## src/rtl/fetch_unit_if.sv

```systemverilog
// fetch_unit_if: instruction memory req/ack read bus between the fetch stage and memory
interface fetch_unit_if;
  logic        req;
  logic [31:0] addr;
  logic        ack;
  logic [31:0] rdata;
  modport master (output req, addr, input ack, rdata);
  modport slave (input req, addr, output ack, rdata);
endinterface

```

## src/rtl/fetch_unit.sv

```systemverilog
// fetch_unit: holds the PC, fetches one word per instruction over req/ack and commits it to the decoder
module fetch_unit #(
  parameter logic [31:0] RESET_PC = 32'h0000_0000,
  parameter int          TIMEOUT  = 16
) (
  input  logic          i_clk,
  input  logic          i_rst,
  input  logic          i_stall,
  input  logic          i_Jump,
  input  logic          i_Branch,
  input  logic          i_Bne,
  input  logic          i_zero,
  input  logic [31:0]   i_imm,
  fetch_unit_if.master  io_imem,
  output logic [31:0]   o_instruction,
  output logic          o_valid,
  output logic [31:0]   o_pc,
  output logic [31:0]   o_pc_plus4,
  output logic [31:0]   o_retired,
  output logic          o_fault
);
  localparam int CW = (TIMEOUT > 1) ? $clog2(TIMEOUT) : 1;
  typedef enum logic [1:0] {IDLE, FETCH, EXEC, FAULT} state_t;
  state_t          r_state, w_next;
  logic [CW-1:0]   r_wait;
  logic [31:0]     r_pc, r_instr, r_retired, w_next_pc;
  logic            w_ack, w_expire, w_taken;
  assign w_ack    = (r_state == FETCH) && io_imem.ack;
  assign w_expire = (r_state == FETCH) && !io_imem.ack && (r_wait == CW'(TIMEOUT - 1));
  assign w_taken  = i_Branch && (i_Bne ? !i_zero : i_zero);
  always_comb begin
    o_valid    = (r_state == EXEC) && !i_stall;
    o_pc_plus4 = r_pc + 32'd4;
    w_next_pc  = i_Jump ? {o_pc_plus4[31:28], r_instr[25:0], 2'b00} :
                 w_taken ? o_pc_plus4 + {i_imm[29:0], 2'b00} : o_pc_plus4;
    w_next     = (r_state == IDLE) ? FETCH :
                 w_ack ? EXEC :
                 w_expire ? FAULT :
                 o_valid ? FETCH : r_state;
  end
  // wait counter runs only while in FETCH, so it is zero on every FETCH entry
  always_ff @(posedge i_clk or posedge i_rst) begin
    if (i_rst) begin
      r_state   <= IDLE;
      r_wait    <= '0;
      r_pc      <= RESET_PC;
      r_instr   <= '0;
      r_retired <= '0;
    end else begin
      r_state <= w_next;
      r_wait  <= (r_state == FETCH) ? r_wait + 1'b1 : '0;
      if (w_ack) r_instr <= io_imem.rdata;
      if (o_valid) begin
        r_pc      <= w_next_pc;
        r_retired <= r_retired + 32'd1;
      end
    end
  end
  assign io_imem.req   = (r_state == FETCH);
  assign io_imem.addr  = r_pc;
  assign o_pc          = r_pc;
  assign o_instruction = r_instr;
  assign o_retired     = r_retired;
  assign o_fault       = (r_state == FAULT);
endmodule

```

## src/flat_wrapper.sv

```systemverilog
// flat-port wrapper written by rule: the top's interface ports become plain ports
module fetch_unit_flat 
#(
  parameter logic [31:0] RESET_PC = 32'h0000_0000,
  parameter int          TIMEOUT  = 16
)
  (i_clk, i_rst, i_stall, i_Jump, i_Branch, i_Bne, i_zero, i_imm, o_instruction, o_valid, o_pc, o_pc_plus4, o_retired, o_fault, io_imem_req, io_imem_addr, io_imem_ack, io_imem_rdata);
  fetch_unit_if io_imem_i ();
  input  logic i_clk;
  input  logic i_rst;
  input  logic i_stall;
  input  logic i_Jump;
  input  logic i_Branch;
  input  logic i_Bne;
  input  logic i_zero;
  input  logic [31:0] i_imm;
  output logic [31:0] o_instruction;
  output logic o_valid;
  output logic [31:0] o_pc;
  output logic [31:0] o_pc_plus4;
  output logic [31:0] o_retired;
  output logic o_fault;
  output wire logic [$bits(io_imem_i.req)-1:0] io_imem_req;
  output wire logic [$bits(io_imem_i.addr)-1:0] io_imem_addr;
  input wire logic [$bits(io_imem_i.ack)-1:0] io_imem_ack;
  input wire logic [$bits(io_imem_i.rdata)-1:0] io_imem_rdata;
  assign io_imem_req = io_imem_i.req;
  assign io_imem_addr = io_imem_i.addr;
  assign io_imem_i.ack = io_imem_ack;
  assign io_imem_i.rdata = io_imem_rdata;
  fetch_unit #(.RESET_PC(RESET_PC), .TIMEOUT(TIMEOUT)) u_core (.i_clk(i_clk), .i_rst(i_rst), .i_stall(i_stall), .i_Jump(i_Jump), .i_Branch(i_Branch), .i_Bne(i_Bne), .i_zero(i_zero), .i_imm(i_imm), .io_imem(io_imem_i), .o_instruction(o_instruction), .o_valid(o_valid), .o_pc(o_pc), .o_pc_plus4(o_pc_plus4), .o_retired(o_retired), .o_fault(o_fault));
endmodule
```

## config.mk

```make
export PLATFORM = sky130hd
export DESIGN_NAME = fetch_unit_flat
export DESIGN_NICKNAME = d
export VERILOG_FILES = /design/src/rtl/fetch_unit_if.sv /design/src/rtl/fetch_unit.sv /design/src/flat_wrapper.sv
export SDC_FILE = /design/constraint.sdc
export NUM_CORES = 1
export LEC_CHECK = 0
export CAP_MARGIN = 20
export CORE_UTILIZATION = 40
export DETAILED_ROUTE_END_ITERATION = 12
export PLACE_DENSITY = 0.71
export SYNTH_ARGS = -nofsm -noshare
export SYNTH_HDL_FRONTEND = slang
export SYNTH_SLANG_ARGS = --single-unit
```

## constraint.sdc

```tcl
create_clock -name i_clk -period 8.89 [get_ports i_clk]
set_clock_uncertainty 0.05 [all_clocks]
set_input_delay 2.667 -clock i_clk [delete_from_list [all_inputs] [get_ports i_clk]]
set_output_delay 2.667 -clock i_clk [all_outputs]
set_load 0.005 [all_outputs]
```

==> results of run 1 <==
==> cell families after synthesis <==
group           count (synthesis)  share of synthesized area, %
xor+xnor                       81                          10.1
compound gates                185                          16.7
simple gates                  262                          18.3
mux                            33                          5.25
buf+inv                        94                          7.08
fa+ha+maj                      39                          7.03
flops                         100                          35.5
other cells                     1                        0.0532
==> power by group <==
part	internal, uW	switching, uW
Sequential	603	222
Combinational	904	755
Clock	198	172
==> state kept, by name, summed over array words and instances (netlist names) <==
register              cells
u_core.r_state            2
u_core.o_instruction     32
u_core.o_retired         32
u_core.io_imem.addr      30
u_core.r_wait             4
==> metal layers <==
layer  vias to the layer above  track usage, %  share of wire [%]
li1                       3149               -                  -
met1                      3113            30.0                 43
met2                       266            39.6                 49
met3                        21            5.03                6.6
met4                         0            5.99                1.7
met5                         -               0                  0
==> final timing paths <==
check | end | depth (start not counted) | start | slack (ns)
setup / recovery | o_valid | 5 | i_stall | 1.67
max in group asynchronous | u_core.io_imem.addr[11]$_DFFE_PP0P_ | 3 | i_rst | 4.95
setup reg to reg | u_core.io_imem.addr[31]$_DFFE_PP0P_ | 14 | u_core.io_imem.addr[12]$_DFFE_PP0P_ | 4.60
hold reg to reg | u_core.r_wait[0]$_DFF_PP0_ | 1 | u_core.r_wait[0]$_DFF_PP0_ | 0.41
min in group asynchronous | u_core.o_retired[29]$_DFFE_PP0P_ | 2 | i_rst | 2.71
hold / removal | u_core.r_wait[0]$_DFF_PP0_ | 1 | u_core.r_wait[0]$_DFF_PP0_ | 0.41
==> final cells by class <==
type	instances	area (um^2)	area share [%]
sequential	100	2500	26.2
timing repair buffer	234	2320	24.3
clock inverter	4	32.5	0.341
tap	225	282	2.95
inverter	24	93.8	0.983
multi-input combinational	606	4070	42.6
clock buffer	11	243	2.54
==> cell usage in the layout, fill, tap and decap left out, drive strengths merged, types with 21 or more instances in the layout <==
| cell | netlist | layout |
|---|---|---|
| ha | 38 | 38 |
| nand3 | 21 | 21 |
| nor2 | 63 | 63 |
| inv | 23 | 25 |
| xor2 | 29 | 29 |
| dfrtp | 100 | 100 |
| nand2 | 90 | 90 |
| a21oi | 46 | 46 |
| o21ai | 48 | 48 |
| clkdlybuf4s50 | 0 | 226 |
| mux2 | 32 | 32 |
| nand4 | 23 | 23 |
| xnor2 | 52 | 52 |
==> through the flow <==
| step | area [um^2] | setup slack, ns | utilization, % | total power [uW] |
|---|---|---|---|---|
| final | 9540 | 1.67 | 55.4 | 2850 |
| after global routing | 9540 | 1.61 | 55.4 | 3060 |
| after CTS | 9540 | 1.69 | 55.4 | 2870 |
| after detailed placement | 9270 | 1.69 | 53.8 | 2480 |
| after global placement | 9270 | 1.70 | 53.8 | 2470 |
| after floorplan | 7070 | 2.45 | - | 1700 |
==> flow_summary.yaml, run 1 <==
sta:
  relSlewSlack_pct: 49.7
  tightest_slew_ns: 0.755
  fin_crit_sh_pct: 81.2
  worst_hold_slack_ns: 0.415
  fin_crit_ns: 7.22
  finalMaxSlewViolations: 0
  rsz0062_at_grt: "no"
  timing.fmax_ghz: 0.139
  finalHoldViolCount: 0
  setup-violations-final: 0
  tns_ns: 0
routing:
  drt-total-wl_um: 21300
  drc_errors: 0
  viasPerCell: 5.44
  wl_per_cell_um: 17.7
  dr_total_vias: 6549
  drt_pass1_iterations: 5
  drt_iter0_markers: 370
  drtAntennaViolNets: 0
final_layout:
  final_nets: 1086
  fillCellCount: 1579
  final_cells: 1204
  antennaDiodeCount: 0
  drive_gt1_share_pct: 6.84
  syn_to_final_growth_pct: 35.4
setup_path:
  max_stage_delay_ns: 0.49
  required_ns: 6.17
  cp_max_fo: 53
  crit_slowest_cell: "clkdlybuf4s50_1"
  crit_type: "in2out"
  crit_chain: "clkdlybuf4s50_1 > or3b_2 > buf_4 > clkinv_2 > clkdlybuf4s50_1"
  cp.arrival_ns: 4.50
  critPathLaunchType: "primary input"
  end_kind: "output pin"
  critPathTopFamily: "buffers and inverters"
  critPathMostFrequentCell: "clkdlybuf4s50_1"
  cp_num_buf_inv: 4
synthesis:
  postSynthCellCount: 795
  yosysTopAreaCell: "dfrtp_1"
  synth_top_area_share_pct: 35.5
  yosysSeqAreaShare_pct: 35.5
  synth_top_cells_by_count: "dfrtp_1 (100), nand2_1 (90), nor2_1 (62)"
  ys_types: 72
  synth-main-ff-cell: "dfrtp_1"
  synth_area_leaders: "dfrtp_1 (35%), ha_1 (6.7%), xnor2_1 (6.5%)"
  netlist_area_um2: 7050
  synth.most_common_cell: "dfrtp_1"
  syn_avg_cell_area_um2: 8.87
  yosys_warnings: 0
  async_reset_ff_share_pct: 100
  ys_seq_elements: 100
  synth-edff-count: 0
placed_design:
  gp_congestion: 0.888
  place_hpwl_um: 16400
  port_buffers: 226
  dpl.cell_count: 1189
clocking:
  cts_setup_buffers: 0
  postCtsHoldBufs: 0
  cts_resized: 0
  cts-htree-levels: 3
  path_clk_slew_ns: 0.07
  root_buffer: "clkbuf_16"
  tritoncts: "done"
  numCtsBuffers: 9
  ctsLongestPathBuffers: 2
  cts_sinks: 100
  clock_latency_ns: 0.34
grt:
  grt_max_degree: 54
  grt_antenna_before_repair: 0
  grt_pass1_wl_um: 32900
  grtUsageTotal_pct: 23.3
  overflow: 0
  grt_pass1_vias: 6150
power:
  peakVddDrop_uv: 187
  p_leak_uw: 0.00403
  power_density_nw_per_um2: 299
die:
  start_util_pct: 40.9
  die_y_um: 135
  die-area_um2: 18200
  fp-row-count: 48
  die_w_um: 135
  core-area_um2: 17200
  ios: 235
run:
  drv_cap: 0
status:
  status: "finished, final reports clean"
worst_hold_path:
  hold_path_class: "reg2reg"
Power figures use the tool's default switching activity.
==> run 2: changes to the inputs <==
PLACE_DENSITY = 0.74   (was 0.71)
clock period = 6.05 ns   (was 8.89 ns; I/O delays follow)
==> run 2 against run 1 <==
Critical path depth fell by 1. Critical endpoint unchanged. Sequential power rose by 47%. Cell count rose by 0.17%. Critical path type unchanged. Utilization rose by 0.19 points.
==> flow_summary.yaml, run 2 (synthesis gave the netlist of run 1 again) <==
setup_path:
  crit_slowest_cell: "clkdlybuf4s50_1"
  end_kind: "output pin"
  required_ns: 4.18
  max_stage_delay_ns: 0.55
  crit_chain: "clkdlybuf4s50_1 > or3b_2 > clkinv_2 > clkdlybuf4s50_1"
  ff2ff_path_depth: 14
  cp_max_fo: 3
  cp.arrival_ns: 3.38
  critPathMostFrequentCell: "clkdlybuf4s50_1"
  crit_type: "in2out"
  critPathLaunchType: "primary input"
sta:
  timing.fmax_ghz: 0.190
  rsz0062_at_grt: "no"
  relSlewSlack_pct: 36.5
  setup-violations-final: 0
  finalHoldViolCount: 0
  finalMaxSlewViolations: 0
  tightest_slew_ns: 0.953
  fin_crit_ns: 5.25
  fin_crit_sh_pct: 86.8
  tns_ns: 0
routing:
  drtAntennaViolNets: 0
  dr_total_vias: 6557
  drc_errors: 0
  viasPerCell: 5.44
  drt_iter0_markers: 446
  wl_per_cell_um: 17.8
  drt_pass1_iterations: 5
  drt-total-wl_um: 21400
status:
  status: "finished, final reports clean"
grt:
  grt_max_degree: 78
  grt_pass1_wl_um: 33100
  grt_pass1_vias: 6026
  grtUsageTotal_pct: 23.5
  grt_antenna_before_repair: 0
  overflow: 0
final_layout:
  drive_gt1_share_pct: 7.03
  multi_input_area_um2: 4070
  fillCellCount: 1621
  syn_to_final_growth_pct: 35.8
  ff_latch_area_um2: 2500
  final_cells: 1206
  final_common_cell: "clkdlybuf4s50_1"
  mostFrequentLayoutCells: "clkdlybuf4s50_1 (226), dfrtp_1 (100), nand2_1 (90)"
  antennaDiodeCount: 0
  final_nets: 1087
clocking:
  cts_setup_buffers: 0
  root_buffer: "clkbuf_16"
  clock_latency_ns: 0.34
  path_clk_slew_ns: 0.07
  ctsLongestPathBuffers: 2
  postCtsHoldBufs: 0
  cts_resized: 0
  numCtsBuffers: 9
  cts-htree-levels: 3
  tritoncts: "done"
  cts_sinks: 100
worst_hold_path:
  hold_path_class: "reg2reg"
  hold_depth: 1
die:
  fp-row-count: 48
  die_y_um: 135
  die_w_um: 135
  core-area_um2: 17200
  die-area_um2: 18200
  start_util_pct: 40.9
  ios: 235
placed_design:
  gp_congestion: 0.900
  place_hpwl_um: 16400
  port_buffers: 226
  dpl.cell_count: 1190
power:
  p_leak_uw: 0.00406
  power_density_nw_per_um2: 443
  peakVddDrop_uv: 253
run:
  drv_cap: 0
-- run 2: cell count changes in the layout (fill, tap and decap cells not counted), sizes merged --
cell	before	now
clkinv	1	3
bufinv	0	1
buf	8	9
clkinvlp	2	0
-- run 2: final timing paths --
kind                                                startpoint                             endpoint  slack [ns]
max                                                    i_stall                              o_valid        0.80
min                                 u_core.r_wait[0]$_DFF_PP0_           u_core.r_wait[0]$_DFF_PP0_        0.41
max reg2reg                u_core.io_imem.addr[12]$_DFFE_PP0P_  u_core.io_imem.addr[31]$_DFFE_PP0P_        1.70
min reg2reg                         u_core.r_wait[0]$_DFF_PP0_           u_core.r_wait[0]$_DFF_PP0_        0.41
max in group asynchronous                                i_rst  u_core.io_imem.addr[23]$_DFFE_PP0P_        3.03
min in group asynchronous                                i_rst     u_core.o_retired[22]$_DFFE_PP0P_        1.98
-- run 2: per-stage QoR --
stage	worst slack (ns)	util [%]	power (uW)	cell area, um^2	hold WS [ns]
2_1_floorplan	1.31	-	2500	7070	0.383
4_1_cts	0.797	55.5	4260	9570	0.416
6_report	0.800	55.5	4240	9570	0.414
5_1_grt	0.727	55.5	4550	9570	0.446
3_3_place_gp	0.793	53.8	3630	9270	0.404
3_5_place_dp	0.803	53.8	3640	9270	0.407
-- run 2: layout make-up --
cell class | count | share of cell area [%]
Multi-Input combinational cell | 606 | 42.5
Sequential cell | 100 | 26.1
Timing Repair Buffer | 235 | 24.3
Tap cell | 225 | 2.94
Clock buffer | 11 | 2.54
Inverter | 24 | 0.980
Clock inverter | 5 | 0.601
-- run 2: power by group --
group	total (uW)	internal, uW	switching, uW
Clock	593	334	259
Combinational	2430	1330	1110
Sequential	1210	886	326
-- run 2: per-layer routing --
layer  wire (um)  share of wire, %  vias up  track usage [%]
li1            -                 -     3165                -
met2       10500                49      281             40.5
met5           0                 0        -                0
met4         193              0.90        0             4.18
met3        1770               8.3       17             4.99
met1        9000                42     3094             30.6
-- run 2: worst max-delay path, delay by kind of cell --
family / cells / cell delay [ns]
buffers and inverters: 3 / 1.05
and+or+nand+nor: 1 / 0.51
==> run 3: changes to the inputs <==
PLACE_DENSITY = 0.71   (was 0.74)
SLEW_MARGIN = 20   (was unset)
clock period = 5.3 ns   (was 6.05 ns; I/O delays follow)
==> run 3 against run 2 <==
Combinational power increased by 15%. Critical path type is now reg2out. Sequential share of layout area decreased by 0.072 points. Highest routed layer unchanged. Count of clock-buffer cells in the layout increased by 1. Final area increased by 0.27%. Critical path depth increased by 3. Sequential power increased by 14%.
==> flow_summary.yaml, run 3 (synthesis gave the netlist of run 1 again) <==
status:
  status: "finished, final reports clean"
placed_design:
  dpl.cell_count: 1192
  port_buffers: 226
  place_hpwl_um: 16600
  gp_congestion: 0.883
sta:
  fin_crit_ns: 4.88
  timing.fmax_ghz: 0.205
  tns_ns: 0
  tightest_slew_ns: 0.660
  relSlewSlack_pct: 56.0
  fin_crit_sh_pct: 92.0
  rsz0062_at_grt: "no"
  finalMaxSlewViolations: 0
  setup-violations-final: 0
  finalHoldViolCount: 0
final_layout:
  drive_gt1_share_pct: 7.22
  final_common_cell: "clkdlybuf4s50_1"
  final_nets: 1089
  utilization_pct: 55.7
  final_cells: 1208
  multi_input_area_um2: 4070
  mostFrequentLayoutCells: "clkdlybuf4s50_1 (226), dfrtp_1 (100), nand2_1 (90)"
  syn_to_final_growth_pct: 36.2
  antennaDiodeCount: 0
  fillCellCount: 1634
  ff_latch_area_um2: 2500
power:
  switching_share_pct: 39.7
  p_leak_uw: 0.00407
  p_switching_uw: 1920
  clock_power_share_pct: 14.1
  internal-power_uw: 2930
  power_frac_seq_pct: 28.4
  peakVddDrop_uv: 246
  comb_power_share_pct: 57.5
  power_density_nw_per_um2: 505
worst_hold_path:
  hold_depth: 1
  hold_path_class: "reg2reg"
  hold_start: "u_core.r_wait[0]$_DFF_PP0_"
  min_to: "u_core.r_wait[0]$_DFF_PP0_"
grt:
  overflow: 0
  grt_antenna_before_repair: 0
  grtUsageTotal_pct: 24.0
  grt_max_degree: 53
  grt_pass1_wl_um: 33800
  grt_pass1_vias: 6276
setup_path:
  r2r_slack_ns: 0.95
  cp.arrival_ns: 3.24
  required_ns: 3.66
  crit_chain: "and4_1 > and4_1 > nand2_1 > nor3b_1 > nand2_1 > xnor2_1 > clkdlybuf4s50_1"
  critPathLaunchType: "flop"
  ff2ff_path_depth: 14
  cp_max_fo: 9
  max_stage_delay_ns: 0.57
  critPathTopFamily: "simple AND/OR/NAND/NOR gates"
  end_kind: "output pin"
  cp_num_buf_inv: 1
  crit_slowest_cell: "dfrtp_1"
  crit_type: "reg2out"
  rr_startpoint: "u_core.io_imem.addr[12]$_DFFE_PP0P_"
  crit_cells: 7
  r2r_end: "u_core.io_imem.addr[31]$_DFFE_PP0P_"
die:
  die_w_um: 135
  core-area_um2: 17200
  fp-row-count: 48
  ios: 235
  die-area_um2: 18200
  start_util_pct: 40.9
  die_y_um: 135
routing:
  drt_iter0_markers: 432
  dr_total_vias: 6560
  drt-total-wl_um: 21500
  drc_errors: 0
  wl_per_cell_um: 17.8
  viasPerCell: 5.43
  drt_pass1_iterations: 5
  drtAntennaViolNets: 0
clocking:
  ctsLongestPathBuffers: 2
  clock_latency_ns: 0.34
  postCtsHoldBufs: 0
  path_clk_slew_ns: 0.07
  cts_resized: 0
  cts_sinks: 100
  cts-htree-levels: 3
  root_buffer: "clkbuf_16"
  cts_setup_buffers: 0
  numCtsBuffers: 9
  tritoncts: "done"
run:
  drv_cap: 0
run 3: changes by cell type in the layout (fill, tap and decap cells not counted), sizes merged:
cell / previous run / this run
clkbuf: 11 / 12
buf: 9 / 11
clkinv: 3 / 1
clkinvlp: 0 / 1
run 3: power groups by stage:
stage	clock network [uW]	registers, uW	logic [uW]
detailed placement	0	1400	2770
finish	683	1380	2790
global route	732	1420	3060
floorplan	0	1270	1580
global placement	0	1390	2750
CTS	701	1380	2790
run 3: per-stage QoR:
stage / total power, uW / setup slack (ns) / hold WS, ns / area, um^2
5_1_grt: 5210 / 0.227 / 0.434 / 9600
3_5_place_dp: 4170 / 0.475 / 0.403 / 9290
2_1_floorplan: 2850 / 1.01 / 0.383 / 7070
3_3_place_gp: 4140 / 0.469 / 0.404 / 9290
6_report: 4850 / 0.424 / 0.409 / 9600
4_1_cts: 4880 / 0.433 / 0.413 / 9600
run 3: layout make-up:
cell class                 instances  area share [%]
clock inverter                     4           0.573
multi-input combinational        606            42.4
timing repair buffer             237            24.4
tap                              225            2.93
sequential                       100            26.1
inverter                          24           0.977
clock buffer                      12            2.67
run 3: layer usage:
layer | share of wire, % | routed length, um | vias up | track usage [%]
met1 | 43 | 9260 | 3139 | 31.4
li1 | - | - | 3153 | -
met4 | 1.0 | 217 | 0 | 4.18
met3 | 6.9 | 1480 | 18 | 4.62
met2 | 49 | 10500 | 250 | 41.3
met5 | 0 | 0 | - | 0
run 3: worst max path at each step:
stage / from / end / slack [ns]
global placement: i_stall / o_valid / 0.47
detailed placement: i_stall / o_valid / 0.47
floorplan: i_stall / o_valid / 1.01
CTS: u_core.io_imem.addr[12]$_DFFE_PP0P_ / o_pc_plus4[27] / 0.43
global route: u_core.io_imem.addr[12]$_DFFE_PP0P_ / o_pc_plus4[27] / 0.23
finish: u_core.io_imem.addr[12]$_DFFE_PP0P_ / o_pc_plus4[27] / 0.42
